**config.mk**
```make
export PLATFORM = sky130hd
export DESIGN_NAME = mix_dma_accelerator_flat
export DESIGN_NICKNAME = d
export VERILOG_FILES = /design/src/rtl/mix_dma_accelerator_if.sv /design/src/rtl/mix_dma_accelerator.sv /design/src/flat_wrapper.sv
export SDC_FILE = /design/constraint.sdc
export NUM_CORES = 1
export LEC_CHECK = 0
export BUFFER_PORTS_ARGS = -buffer_cell sky130_fd_sc_hd__clkbuf_2
export CORE_AREA = 2 2 283 285
export CTS_CLUSTER_DIAMETER = 200
export DETAILED_ROUTE_END_ITERATION = 10
export DIE_AREA = 0 0 285 287
export GPL_ROUTABILITY_DRIVEN = 0
export PLACE_DENSITY_LB_ADDON = 0.25
export SLEW_MARGIN = 20
export SYNTH_ARGS = -nofsm -noshare
export SYNTH_HDL_FRONTEND = slang
export SYNTH_SLANG_ARGS = --single-unit
```
**constraint.sdc**
```tcl
create_clock -name csi_clock_clk -period 23.2 [get_ports csi_clock_clk]
set_input_delay 0 -clock csi_clock_clk [delete_from_list [all_inputs] [get_ports csi_clock_clk]]
set_output_delay 0 -clock csi_clock_clk [all_outputs]
set_load 0.02 [all_outputs]
```
**src/rtl/mix_dma_accelerator_if.sv**
```systemverilog
// Avalon-MM slave (register port) and master (sample memory port) of the mixing DMA.
// The slave modport is the accelerator side; master is the host/memory side.
interface mix_dma_accelerator_if #(
    parameter int unsigned avs_avalonslave_data_width     = 32,
    parameter int unsigned avs_avalonslave_address_width  = 4,
    parameter int unsigned avm_avalonmaster_data_width    = 32,
    parameter int unsigned avm_avalonmaster_address_width = 32
);
    logic [avs_avalonslave_address_width-1:0]  avs_avalonslave_address;
    logic                                      avs_avalonslave_read;
    logic                                      avs_avalonslave_write;
    logic [avs_avalonslave_data_width-1:0]     avs_avalonslave_writedata;
    logic [avs_avalonslave_data_width-1:0]     avs_avalonslave_readdata;

    logic [avm_avalonmaster_address_width-1:0] avm_avalonmaster_address;
    logic                                      avm_avalonmaster_read;
    logic                                      avm_avalonmaster_write;
    logic [avm_avalonmaster_data_width-1:0]    avm_avalonmaster_writedata;
    logic                                      avm_avalonmaster_waitrequest;
    logic [avm_avalonmaster_data_width-1:0]    avm_avalonmaster_readdata;

    modport slave (
        input  avs_avalonslave_address, avs_avalonslave_read, avs_avalonslave_write,
        input  avs_avalonslave_writedata,
        output avs_avalonslave_readdata,
        output avm_avalonmaster_address, avm_avalonmaster_read, avm_avalonmaster_write,
        output avm_avalonmaster_writedata,
        input  avm_avalonmaster_waitrequest, avm_avalonmaster_readdata
    );

    modport master (
        output avs_avalonslave_address, avs_avalonslave_read, avs_avalonslave_write,
        output avs_avalonslave_writedata,
        input  avs_avalonslave_readdata,
        input  avm_avalonmaster_address, avm_avalonmaster_read, avm_avalonmaster_write,
        input  avm_avalonmaster_writedata,
        output avm_avalonmaster_waitrequest, avm_avalonmaster_readdata
    );
endinterface

```
**src/rtl/mix_dma_accelerator.sv**
```systemverilog
// N-channel gain/mix DMA: fetches one sample per channel, scales, sums, saturates and
// writes the mixed stream back; configured through the Avalon-MM slave register map.
module mix_dma_accelerator #(
    parameter int unsigned avs_avalonslave_data_width     = 32,
    parameter int unsigned avs_avalonslave_address_width  = 4,
    parameter int unsigned avm_avalonmaster_data_width    = 32,
    parameter int unsigned avm_avalonmaster_address_width = 32,
    parameter int unsigned NUM_CH    = 2,
    parameter int unsigned LEN_W     = 16,
    parameter int unsigned GAIN_W    = 8,
    parameter int unsigned GAIN_FRAC = 6,
    parameter int unsigned ADDR_STEP = 1
) (
    input  logic                 csi_clock_clk,
    input  logic                 csi_clock_reset,
    mix_dma_accelerator_if.slave bus,
    output logic                 DONE
);
    localparam int unsigned SAW   = avs_avalonslave_address_width;
    localparam int unsigned SDW   = avs_avalonslave_data_width;
    localparam int unsigned MAW   = avm_avalonmaster_address_width;
    localparam int unsigned MDW   = avm_avalonmaster_data_width;
    localparam int unsigned ACC_W = 16 + GAIN_W + 2;
    localparam int unsigned CH_W  = (NUM_CH > 1) ? $clog2(NUM_CH) : 1;

    typedef enum logic [2:0] {S_IDLE, S_RD, S_CALC, S_WR, S_DONE} state_t;

    state_t state, state_nxt;

    logic [LEN_W-1:0]  length;
    logic [LEN_W-1:0]  sample_cnt;
    logic [MAW-1:0]    out_addr;
    logic [MAW-1:0]    ch_base [NUM_CH];
    logic [GAIN_W-1:0] ch_gain [NUM_CH];
    logic [MAW-1:0]    rd_ptr  [NUM_CH];
    logic [MAW-1:0]    wr_ptr;
    logic [CH_W-1:0]   ch;
    logic signed [ACC_W-1:0] acc;
    logic [15:0]       y;
    logic              done_flag;
    logic              aborted;
    logic              abort_pend;

    logic [SAW-1:0]    addr;
    logic [SDW-1:0]    wd;
    logic [SDW-1:0]    rdata;
    logic              ctrl_wr, go, abort_wr, abort_now;
    logic              rd_acc, wr_acc, last_ch, last_sample, abort_exit;
    logic signed [ACC_W-1:0] samp_x, gain_x, prod, shifted;
    logic [15:0]       y_sat;
    logic              unused_rdata_hi;

    assign addr        = bus.avs_avalonslave_address;
    assign wd          = bus.avs_avalonslave_writedata;
    assign ctrl_wr     = bus.avs_avalonslave_write && (addr == SAW'(0));
    assign go          = (state == S_IDLE) && ctrl_wr && wd[0];
    assign abort_wr    = (state != S_IDLE) && ctrl_wr && wd[1];
    assign abort_now   = abort_pend || abort_wr;
    assign rd_acc      = (state == S_RD) && !bus.avm_avalonmaster_waitrequest;
    assign wr_acc      = (state == S_WR) && !bus.avm_avalonmaster_waitrequest;
    assign last_ch     = (ch == CH_W'(NUM_CH - 1));
    assign last_sample = ((sample_cnt + LEN_W'(1)) == length);
    // Abort only leaves at a transfer boundary so no request is dropped under waitrequest.
    assign abort_exit  = abort_now && ((state == S_CALC) || rd_acc || wr_acc);

    assign unused_rdata_hi = ^bus.avm_avalonmaster_readdata[MDW-1:16];

    always_comb begin
        samp_x  = {{(ACC_W-16){bus.avm_avalonmaster_readdata[15]}}, bus.avm_avalonmaster_readdata[15:0]};
        gain_x  = {{(ACC_W-GAIN_W){1'b0}}, ch_gain[ch]};
        prod    = samp_x * gain_x;
        shifted = acc >>> GAIN_FRAC;
        if ((&shifted[ACC_W-1:15]) || !(|shifted[ACC_W-1:15])) begin
            y_sat = shifted[15:0];
        end else begin
            y_sat = shifted[ACC_W-1] ? 16'h8000 : 16'h7FFF;
        end
    end

    always_comb begin
        state_nxt = state;
        case (state)
            S_IDLE: if (go) state_nxt = (wd[16 +: LEN_W] == '0) ? S_DONE : S_RD;
            S_RD: begin
                if (rd_acc) begin
                    if (abort_now)    state_nxt = S_IDLE;
                    else if (last_ch) state_nxt = S_CALC;
                end
            end
            S_CALC: state_nxt = abort_now ? S_IDLE : S_WR;
            S_WR: begin
                if (wr_acc) begin
                    if (abort_now)        state_nxt = S_IDLE;
                    else if (last_sample) state_nxt = S_DONE;
                    else                  state_nxt = S_RD;
                end
            end
            S_DONE:  state_nxt = S_IDLE;
            default: state_nxt = S_IDLE;
        endcase
    end

    always_comb begin
        bus.avm_avalonmaster_read  = (state == S_RD);
        bus.avm_avalonmaster_write = (state == S_WR);
        if (state == S_RD)      bus.avm_avalonmaster_address = rd_ptr[ch];
        else if (state == S_WR) bus.avm_avalonmaster_address = wr_ptr;
        else                    bus.avm_avalonmaster_address = '0;
        bus.avm_avalonmaster_writedata = {{(MDW-16){y[15]}}, y};
    end

    always_comb begin
        rdata = '0;
        if (bus.avs_avalonslave_read) begin
            if (addr == SAW'(0)) rdata[16 +: LEN_W] = length;
            if (addr == SAW'(1)) rdata[MAW-1:0] = out_addr;
            if (addr == SAW'(2)) begin
                rdata[31:16] = 16'(sample_cnt);
                rdata[2:0]   = {aborted, done_flag, (state != S_IDLE)};
            end
            for (int unsigned i = 0; i < NUM_CH; i++) begin
                if (addr == SAW'(4 + i)) rdata[MAW-1:0] = ch_base[i];
                if (addr == SAW'(8 + i)) rdata[GAIN_W-1:0] = ch_gain[i];
            end
        end
    end

    assign bus.avs_avalonslave_readdata = rdata;
    assign DONE = done_flag;

    always_ff @(posedge csi_clock_clk) begin
        if (csi_clock_reset) begin
            state      <= S_IDLE;
            length     <= '0;
            sample_cnt <= '0;
            out_addr   <= '0;
            wr_ptr     <= '0;
            ch         <= '0;
            acc        <= '0;
            y          <= '0;
            done_flag  <= 1'b0;
            aborted    <= 1'b0;
            abort_pend <= 1'b0;
            for (int unsigned i = 0; i < NUM_CH; i++) begin
                ch_base[i] <= '0;
                ch_gain[i] <= '0;
                rd_ptr[i]  <= '0;
            end
        end else begin
            state <= state_nxt;
            if ((state == S_IDLE) && bus.avs_avalonslave_write) begin
                if (addr == SAW'(0)) length <= wd[16 +: LEN_W];
                if (addr == SAW'(1)) out_addr <= wd[MAW-1:0];
                for (int unsigned i = 0; i < NUM_CH; i++) begin
                    if (addr == SAW'(4 + i)) ch_base[i] <= wd[MAW-1:0];
                    if (addr == SAW'(8 + i)) ch_gain[i] <= wd[GAIN_W-1:0];
                end
            end
            if (go) begin
                done_flag  <= 1'b0;
                aborted    <= 1'b0;
                abort_pend <= 1'b0;
                sample_cnt <= '0;
                ch         <= '0;
                acc        <= '0;
                wr_ptr     <= out_addr;
                for (int unsigned i = 0; i < NUM_CH; i++) rd_ptr[i] <= ch_base[i];
            end
            if (abort_wr) abort_pend <= 1'b1;
            if (rd_acc) begin
                acc <= acc + prod;
                ch  <= last_ch ? '0 : ch + CH_W'(1);
            end
            if (state == S_CALC) begin
                y   <= y_sat;
                acc <= '0;
            end
            if (wr_acc) begin
                sample_cnt <= sample_cnt + LEN_W'(1);
                wr_ptr     <= wr_ptr + MAW'(ADDR_STEP);
                for (int unsigned i = 0; i < NUM_CH; i++) rd_ptr[i] <= rd_ptr[i] + MAW'(ADDR_STEP);
            end
            if (abort_exit) begin
                aborted    <= 1'b1;
                abort_pend <= 1'b0;
                ch         <= '0;
            end
            if (state == S_DONE) begin
                done_flag  <= 1'b1;
                abort_pend <= 1'b0;
            end
        end
    end
endmodule

```
**src/flat_wrapper.sv**
```systemverilog
// flat-port wrapper written by rule: the top's interface ports become plain ports
module mix_dma_accelerator_flat 
#(
    parameter int unsigned avs_avalonslave_data_width     = 32,
    parameter int unsigned avs_avalonslave_address_width  = 4,
    parameter int unsigned avm_avalonmaster_data_width    = 32,
    parameter int unsigned avm_avalonmaster_address_width = 32,
    parameter int unsigned NUM_CH    = 2,
    parameter int unsigned LEN_W     = 16,
    parameter int unsigned GAIN_W    = 8,
    parameter int unsigned GAIN_FRAC = 6,
    parameter int unsigned ADDR_STEP = 1
)
  (csi_clock_clk, csi_clock_reset, DONE, bus_avs_avalonslave_address, bus_avs_avalonslave_read, bus_avs_avalonslave_write, bus_avs_avalonslave_writedata, bus_avs_avalonslave_readdata, bus_avm_avalonmaster_address, bus_avm_avalonmaster_read, bus_avm_avalonmaster_write, bus_avm_avalonmaster_writedata, bus_avm_avalonmaster_waitrequest, bus_avm_avalonmaster_readdata);
  mix_dma_accelerator_if #(.avs_avalonslave_data_width(avs_avalonslave_data_width), .avs_avalonslave_address_width(avs_avalonslave_address_width), .avm_avalonmaster_data_width(avm_avalonmaster_data_width), .avm_avalonmaster_address_width(avm_avalonmaster_address_width)) bus_i ();
  input  logic csi_clock_clk;
  input  logic csi_clock_reset;
  output logic DONE;
  input wire logic [$bits(bus_i.avs_avalonslave_address)-1:0] bus_avs_avalonslave_address;
  input wire logic [$bits(bus_i.avs_avalonslave_read)-1:0] bus_avs_avalonslave_read;
  input wire logic [$bits(bus_i.avs_avalonslave_write)-1:0] bus_avs_avalonslave_write;
  input wire logic [$bits(bus_i.avs_avalonslave_writedata)-1:0] bus_avs_avalonslave_writedata;
  output wire logic [$bits(bus_i.avs_avalonslave_readdata)-1:0] bus_avs_avalonslave_readdata;
  output wire logic [$bits(bus_i.avm_avalonmaster_address)-1:0] bus_avm_avalonmaster_address;
  output wire logic [$bits(bus_i.avm_avalonmaster_read)-1:0] bus_avm_avalonmaster_read;
  output wire logic [$bits(bus_i.avm_avalonmaster_write)-1:0] bus_avm_avalonmaster_write;
  output wire logic [$bits(bus_i.avm_avalonmaster_writedata)-1:0] bus_avm_avalonmaster_writedata;
  input wire logic [$bits(bus_i.avm_avalonmaster_waitrequest)-1:0] bus_avm_avalonmaster_waitrequest;
  input wire logic [$bits(bus_i.avm_avalonmaster_readdata)-1:0] bus_avm_avalonmaster_readdata;
  assign bus_i.avs_avalonslave_address = bus_avs_avalonslave_address;
  assign bus_i.avs_avalonslave_read = bus_avs_avalonslave_read;
  assign bus_i.avs_avalonslave_write = bus_avs_avalonslave_write;
  assign bus_i.avs_avalonslave_writedata = bus_avs_avalonslave_writedata;
  assign bus_avs_avalonslave_readdata = bus_i.avs_avalonslave_readdata;
  assign bus_avm_avalonmaster_address = bus_i.avm_avalonmaster_address;
  assign bus_avm_avalonmaster_read = bus_i.avm_avalonmaster_read;
  assign bus_avm_avalonmaster_write = bus_i.avm_avalonmaster_write;
  assign bus_avm_avalonmaster_writedata = bus_i.avm_avalonmaster_writedata;
  assign bus_i.avm_avalonmaster_waitrequest = bus_avm_avalonmaster_waitrequest;
  assign bus_i.avm_avalonmaster_readdata = bus_avm_avalonmaster_readdata;
  mix_dma_accelerator #(.avs_avalonslave_data_width(avs_avalonslave_data_width), .avs_avalonslave_address_width(avs_avalonslave_address_width), .avm_avalonmaster_data_width(avm_avalonmaster_data_width), .avm_avalonmaster_address_width(avm_avalonmaster_address_width), .NUM_CH(NUM_CH), .LEN_W(LEN_W), .GAIN_W(GAIN_W), .GAIN_FRAC(GAIN_FRAC), .ADDR_STEP(ADDR_STEP)) u_core (.csi_clock_clk(csi_clock_clk), .csi_clock_reset(csi_clock_reset), .bus(bus_i), .DONE(DONE));
endmodule
```
# ---- After elaboration in Yosys (flattened, before gate mapping)
# Memory sizes are Yosys's and may differ from the RTL's. A register that Yosys moved wholly into a read port is not among the register bits.
# Index checks and enable logic that the tools add are counted.
dict set report totals {
  mem_bits_rw 144
  regBits 145
  n_memories 3
  output_inout_bits 99
}
# name depth width read_ports rd_ports_with_merged_regs wr line_no
set memory_table {}
lappend memory_table {u_core.ch_base 2 32 2 0 2 mix_dma_accelerator.sv:33} ;# logic [MAW-1:0] ch_base [NUM_CH];
lappend memory_table {u_core.rd_ptr 2 32 3 1 2 mix_dma_accelerator.sv:35} ;# logic [MAW-1:0] rd_ptr [NUM_CH];
lappend memory_table {u_core.ch_gain 2 8 3 1 2 mix_dma_accelerator.sv:34} ;# logic [GAIN_W-1:0] ch_gain [NUM_CH];
dict set report classes {
  n_mul 1
  n_eq_ne 15
  reduce_logical 32
  n_mux 71
  addsub 6
  bitwise 8
}
# operator count
set op_table {}
lappend op_table {{$mux 32} 14}
lappend op_table {{$add 32x1->32 const B} 3}
lappend op_table {{$mux 16} 6}
lappend op_table {{$mux 26} 2}
lappend op_table {{$mux 1} 34}
lappend op_table {{$mux 8} 4}
lappend op_table {{$mux 3} 9}
lappend op_table {{$add 26x26->26} 1}
lappend op_table {{$mul 16x9->25} 1}
lappend op_table {{$add 16x1->16 const B} 1}
lappend op_table {{$eq 16x16->1} 1}
lappend op_table {{$logic_not 16->1} 1}
lappend op_table {{$pmux 3 s4} 1}
lappend op_table {{$reduce_bool 2->1} 5}
lappend op_table {{$logic_and 1x1->1} 9}
lappend op_table {{$eq 4x3->1 const B} 2}
lappend op_table {{$eq 4x4->1 const B} 2}
lappend op_table {{$or 1x1->1} 8}
lappend op_table {{$eq 3x2->1 const B} 2}
lappend op_table {{$ne 2x1->1 const B} 3}
lappend op_table {{$reduce_and 5->1} 1}
lappend op_table {{$reduce_or 5->1} 1}
lappend op_table {{$eq 4x1->1 const B} 1}
lappend op_table {{$eq 4x2->1 const B} 1}
lappend op_table {{14 further kinds} 20}

# ---- Depth between registers and ports, before layout
# Gate-level depths: netlist of run 1.
dict set report logic_depth {
  word_depth 9
  mapped_depth 30
}

# ---- Worst setup path after synthesis of run 1
# Ideal clock, no wire load.
dict set report synth_timing {
  kind {register -> register}
  start {register (tool-made name)}
  end {register u_core.acc[25]}
  path_buffers 3
  synth_period_minus_slack_ps 7337
  path_stages_with_launch 30
  arrival_time_ps 7222
  slack_ps 15863
  t_required_ps 23084
  cell_sequence {dfxtp_1 > clkbuf_1 > clkbuf_1 > mux2_2 > clkbuf_1 > nand2_1 > fa_1 > inv_1 > fa_1 > fa_1 > inv_1 > fa_1 > inv_1 > ha_1 > or3_1 > o21bai_1 > a311o_1 > a21o_1 > a21o_1 > a21o_1 > xor2_1 > ha_1 > a21o_1 > a21o_1 > or2_1 > and4_1 > a211oi_2 > nor4_1 > nand4bb_1 > a31o_1}
}
# element line_no
set synth_rtl {}
lappend synth_rtl {{to (signal assigned)} mix_dma_accelerator.sv:171} ;# acc <= acc + prod;
lappend synth_rtl {{to (decl)} mix_dma_accelerator.sv:38} ;# logic signed [ACC_W-1:0] acc;

==> results of run 1 <==
[sequential cells by signal, indices dropped and copies added, names as in the netlist, 16 cells and up, named ones only]
register           count
u_core.ch_base        64
u_core.acc            26
u_core.y              16
u_core.sample_cnt     16
u_core.length         16
u_core.ch_gain        16
u_core.wr_ptr         32
u_core.out_addr       32
u_core.rd_ptr         64
[metrics by stage]
stage | setup WS, ns | util (%) | instances | hold WS [ns]
2_1_floorplan | 15.86 | - | 2310 | 0.136
3_3_place_gp | 15.08 | 28.1 | 3406 | 0.257
3_5_place_dp | 15.03 | 28.1 | 3406 | 0.259
4_1_cts | 14.99 | 30.1 | 3514 | 0.00793
5_1_grt | 14.66 | 30.1 | 3514 | 0.0530
6_report | 15.05 | 30.1 | 3515 | 0.0353
[worst paths after layout]
path	from	to	slack, ns	cells past startpoint
setup reg to reg	flip-flop	u_core.acc[25]$_SDFFE_PP0N_	15.05	26
hold / removal	bus_avm_avalonmaster_waitrequest	u_core.acc[14]$_SDFFE_PP0N_	0.04	5
setup / recovery	flip-flop	u_core.acc[25]$_SDFFE_PP0N_	15.05	26
hold reg to reg	u_core.acc[2]$_SDFFE_PP0N_	u_core.acc[2]$_SDFFE_PP0N_	0.47	2
[placed cells by master (no fill, tap or decap), types with 87 or more instances in the layout]
cell type  instances
clkbuf_2         154
nand2_1          372
dfxtp_1          145
and2_1            87
edfxtp_1         144
a21oi_1          154
inv_1            163
nor2_1           125
fa_1             103
o21ai_0          140
[routing by layer]
metal  share of wire [%]  track usage [%]  vias to the layer above
li1                    -                -                     8258
met1                  45             21.5                     8573
met2                  48             27.4                      436
met3                 4.7             1.89                       81
met4                 2.3             4.55                        0
met5                   0                0                        -
[cell usage after synthesis (4+ instances only)]
library cell    n
a211oi_1        8
dfxtp_1       146
a21oi_1       154
inv_1         163
a31oi_1        10
a221oi_1       16
nand2b_1        9
o21ai_1         8
nand2_1       373
and2_1         86
ha_1           79
o21a_1          7
nor2_1        127
mux2i_1        38
buf_1           4
mux2_2          6
nor4_1         16
a21boi_0       22
nand4_1        19
nor3_1         45
nor3b_1         7
a22oi_1        34
or2_2           4
or3_1          10
and3_1         37
edfxtp_1      144
nor2b_1        50
a222oi_1       36
clkbuf_1      117
buf_4          16
o21ai_0       140
xnor2_1        66
nand3_1        64
xor2_1         62
o21bai_1        4
a21o_1         21
fa_1          103
and4_1         12
[cell type report]
cell class	count	share of cell area, %
Antenna cell	1	0.0106
Clock buffer	46	4.09
Clock inverter	17	0.603
Inverter	165	2.62
Multi-Input combinational cell	1716	50.3
Sequential cell	290	30.7
Tap cell	1050	5.56
Timing Repair Buffer	230	6.15
[kinds of logic (layout without fill, tap and decap cells)]
kind of cell	after synthesis	in the layout	synth area share, %
AO/OA/AOI/OAI	492	492	15.2
XOR/XNOR	128	128	5.53
adder cells (fa/ha/maj)	182	182	15.0
buffers and inverters	304	458	5.93
flip-flops	290	290	35.7
multiplexers	44	44	2.21
other	0	1	0
AND/OR/NAND/NOR	870	870	20.4
[power by group through the flow]
| stage | sequential, W | clock (W) | combinational, W |
|---|---|---|---|
| after detailed placement | 0.000624 | 0 | 0.00120 |
| after floorplan | 0.000622 | 0 | 0.000908 |
| after global routing | 0.000619 | 0.000578 | 0.00136 |
| after global placement | 0.000623 | 0 | 0.00118 |
| after CTS | 0.000614 | 0.000558 | 0.00122 |
| final | 0.000615 | 0.000545 | 0.00121 |
[worst max-delay path, delay by kind of cell (launching register included)]
family / cells / cell delay (ns)
adder cells (fa/ha/maj): 6 / 2.65
AO/OA/AOI/OAI: 9 / 2.12
multiplexers: 1 / 0.58
AND/OR/NAND/NOR: 6 / 1.41
buffers and inverters: 3 / 0.72
XOR/XNOR: 1 / 0.23
flip-flops: 1 / 0.31
==> metrics, run 1 <==
post-cts gate resize count 0; CP most frequent cell a21o_1; first-pass GRT wire length a little over 100000 um; Via Count 17348; Top FF cell, synth dfxtp_1; cell internal pwr 0.00136 W; via/cell ratio between 4 and 5; Net Switching 0.00100 W; Final Power about 0.0024 W; asr flop ratio synth 0%; worst skew pair latency 0.57 ns; largest net degree at the start of global routing 80; Switching Fraction 42.4%; Initial Util 25.8%; clock buffer depth 3; critical path endpoint category flip-flop; die area 81800 um2; max_slew headroom 28.5%; clk sinks 290; period utilization 35.1%; nets roughly 2700; die height 287 um; pins over their slew limit 0; vias in the first global route about 17000; Worst Path Required 23.65 ns; HPWL after detailed placement 48200 um; Starting DRT DRC Count about 1500; post-synthesis sequential area ratio 35.7%; number of synthesized register bits 290; Synth top area share between 20% and 30%; GRT Total Usage 16.1%; Final ANT Viol Nets 0; drc violations 0; initial antenna violation count 1; layout cells sized above 1 10.9%; final instance area 23600 um2; Hold Buf Count CTS 45; IO buf count approximately 160; Storage cell area 7250 um2; Avg WL per Cell between 15 and 20 um; core area 78600 um2; Slew @ Worst Pin around 1.1 ns; CTS buffer count 35; area grow syn2layout 16.5%; EDFF count, synth 144; multi-input gate area in the final layout 11900 um2; clock share of power 23.0%; cell taking the most area after synthesis edfxtp_1; synthesized instance count 2310; I/O Pins ~170; final WL 66900 um; Placed Area 22100 um2; Mapped Area slightly above 20000 um2; site row count between 100 and 150; critical path data arrival time 8.60 ns; Fillers about 8400; crit path kind reg2reg; Setup Total Neg Slack 0 ns; Pwr per Cell Area 100 nW/um2; gr ovfl total 0; Final Critical Period 8.15 ns; Die Wd 285 um; htree depth 2; crit start category flip-flop; clock skew 0.0273 ns; P_leak 9.25 nW; synth warn 0; CTS tree done; max frequency 0.123 GHz; combinational share of power between 50% and 60%; Area contributors post-synth edfxtp_1, dfxtp_1, fa_1, nand2_1, ha_1; crit path max fanout 40; Synth cell types 74; slowest CP cell buf_4; slowest cell delay on critical path 0.61 ns; Max Cap Viol 0; hold crit path type in2reg; First-pass DRT Iterations 8; Mapped Avg Cell Area 8.78 um2; Peak VDD IR 0.0000649 V; CTS Root Buffer Type clkbuf_16; Synth Net Count ~2600; Final Hold Fails 0; final setup vio count 0; Reg clk slew, reported paths 0.06 ns; Seq pwr share 26.0%; post-CTS setup buffer count 0; RSZ-0062 raised after global routing false; outcome finished, final reports clean
No activity file was read; power rests on OpenSTA's default activity.
==> run 2: changes to the inputs <==
- ABC_AREA: unset -> 1
- CORE_AREA: 2 2 283 285 -> 2 2 290 292
- DIE_AREA: 0 0 285 287 -> 0 0 292 294
- clock period: 23.2 -> 8 ns (I/O delays scaled with it)
==> run 2 against run 1 <==
Against the previous run: flip-flop and latch count did not move; synthesized area rose by 5.5%; sequential power rose to 2.7 times the previous value; synthesized cell count rose by 21%; combinational power rose by 130%; die area rose by 5.0%; clock-buffer cell count rose by 3; fmax rose by 20%; clock skew fell by 0.0013 ns; hold slack got worse by 0.0064 ns; critical path type unchanged; critical endpoint is now u_core.acc[24]$_SDFFE_PP0N_; largest power group unchanged.
==> metrics, run 2 <==
Synth cell types 60; pins over their slew limit 0; final WL between 70000 and 80000 um; Hold Worst Slack between 0.02 and 0.03 ns; XOR/XNOR share of the synthesized area 3.44%; mux cell area share after synthesis less than 1%; CTS tree done; met2 usage 29.0%; cell taking the most area after synthesis edfxtp_1; Area contributors post-synth edfxtp_1, dfxtp_1, fa_1, nand2_1, inv_1; clk sinks 290; met1 usage in global routing approximately 23%; max_slew headroom between 30 and 40%; Fillers 9026; initial antenna violation count 1; biggest registers after layout u_core.ch_base x64, u_core.rd_ptr x64; clock buffer depth 3; GRT Total Usage roughly 17%; synth warn 0; Initial Util about a quarter; die area 85800 um2; met3 usage 2.36%; number of synthesized register bits 290; Slew @ Worst Pin 1.03 ns; outcome finished, final reports clean; worst skew pair latency 0.56 ns; Mapped Area 21400 um2; Mapped Avg Cell Area 7.64 um2; die height between 200 and 300 um; via/cell ratio 4.76; Crit. path cell count 32; Starting DRT DRC Count between 1000 and 1500; largest family of logic cells by synthesized area simple AND/OR/NAND/NOR gates; clock skew 0.0260 ns; Placed Area around 23000 um2; CTS buffer count 39; compound-cell area share of the yosys netlist 17.1%; WP buf/inv 7; Register-to-Register Path Depth 32; core area 82900 um2; vias in the first global route 18921; Peak VDD IR 0.000144 V; slowest CP cell fa_1; htree depth 2; Top FF cell, synth dfxtp_1; Reg clk slew, reported paths 0.06 ns; final instance area 24900 um2; crit path max fanout 16; hold depth 3; synthesized instance count 2801; HPWL after detailed placement 56400 um; Worst Path Required 8.38 ns; crit path kind reg2reg; IO buf count 155; CTS Root Buffer Type clkbuf_16; P_leak 10.7 nW; largest net degree at the start of global routing 64; first-pass GRT wire length 113000 um; Final Hold Fails 0; post-synthesis adder-cell area fraction 14.3%; Setup Total Neg Slack 0 ns; slowest cell delay on critical path around 0.55 ns; drc violations 0; period utilization a little over four fifths; GR peak layer met2; layout cells sized above 1 11.0%; cell family with most CP delay adder cells; crit start category flip-flop; Die Wd approximately 290 um; EDFF count, synth about 140; nets 3201; asr flop ratio synth 0%; critical path data arrival time 7.18 ns; RSZ-0062 raised after global routing false; I/O Pins 172; Synth Net Count 3056; Ant. Diodes 0; hold crit path type in2reg; Final Critical Period 6.80 ns; Max Cap Viol 0; critical path endpoint category flip-flop; max frequency 0.147 GHz; gr ovfl total 0; Pwr per Cell Area approximately 250 nW/um2; most frequent cells in the layout nand2_1, inv_1, nor2_1; area grow syn2layout 16.4%; final setup vio count 0; Synth top area share about a fifth; commonest non-fill, non-tap cell in the layout nand2_1; First-pass DRT Iterations 6; most frequent cell after synthesis nand2_1; post-synthesis simple-gate area fraction 20.1%; post-CTS setup buffer count 0; Avg WL per Cell 18.3 um; site row count 106; Synth top cells by count nand2_1, inv_1, nor2_1; Final ANT Viol Nets 0; multi-input gate area in the final layout 11800 um2; Storage cell area 7250 um2; Via Count 19323; post-synthesis sequential area ratio 33.9%
==> run 2: cell types whose count changed after synthesis, sizes merged, moves of 55 or more <==
cell	before	now
nand2	373	491
a21oi	154	209
inv	164	487
and2	87	0
nor2	127	267
o21ai	148	273
==> run 2: cell type report <==
| type | instances | share of cell area [%] |
|---|---|---|
| timing repair buffer | 220 | 5.41 |
| inverter | 489 | 7.39 |
| tap | 1080 | 5.43 |
| sequential | 290 | 29.1 |
| clock inverter | 22 | 0.809 |
| clock buffer | 49 | 4.44 |
| multi-input combinational | 1906 | 47.4 |
==> run 2: power breakdown <==
| part | total (W) | switching [W] | internal, W |
|---|---|---|---|
| combinational | 0.00274 | 0.00181 | 0.000925 |
| clock | 0.00177 | 0.000721 | 0.00105 |
| sequential | 0.00165 | 0.0000422 | 0.00161 |
==> run 2: final timing paths <==
path	from	end	slack (ns)
setup / recovery	flip-flop	u_core.acc[24]$_SDFFE_PP0N_	1.20
setup reg to reg	flip-flop	u_core.acc[24]$_SDFFE_PP0N_	1.20
hold / removal	csi_clock_reset	u_core.wr_ptr[6]$_SDFFE_PP0P_	0.03
hold reg to reg	u_core.wr_ptr[3]$_SDFFE_PP0P_	u_core.wr_ptr[3]$_SDFFE_PP0P_	0.47
==> run 2: metrics by stage <==
| stage | util, % | total power, W | cells | setup WS [ns] |
|---|---|---|---|---|
| 6_report | 30.0 | 0.00616 | 4056 | 1.20 |
| 5_1_grt | 30.0 | 0.00668 | 4056 | 0.585 |
| 4_1_cts | 30.0 | 0.00624 | 4056 | 1.19 |
| 3_5_place_dp | 28.1 | 0.00442 | 3952 | 1.24 |
| 3_3_place_gp | 28.1 | 0.00442 | 3952 | 1.25 |
| 2_1_floorplan | - | 0.00368 | 2801 | 1.64 |
==> run 2: layer usage <==
| layer | part of all wire (%) | vias to the layer above |
|---|---|---|
| li1 | - | 9527 |
| met1 | 45 | 9226 |
| met2 | 48 | 487 |
| met3 | 5.1 | 81 |
| met4 | 2.4 | 2 |
| met5 | 0.018 | - |
==> run 2: worst register-to-register path: cells and delay by family (launching register included) <==
kind	cells	cell delay (ns)
AOI/OAI and AO/OA	10	1.44
xor gates and xnor gates	1	0.07
adders and majority gates	6	2.82
buffers and inverters	7	0.97
DFF	1	0.34
and+or+nand+nor	8	0.99
==> run 2: cell families (layout without fill, tap and decap cells) <==
kind of cell,count (synthesis),after routing
fa+ha+maj,182,182
mux,2,2
compound gates,646,646
xor+xnor,84,84
buf+inv,605,780
simple gates,992,992
flops,290,290
==> run 2: timing repair <==
| action | 4_1_cts | 5_1_grt |
|---|---|---|
| hold buffers | 33 | 0 |
| endpoints found under the hold margin | 135 | 0 |
| resized for setup | 0 | 0 |
| setup endpoints to repair | 0 | 0 |
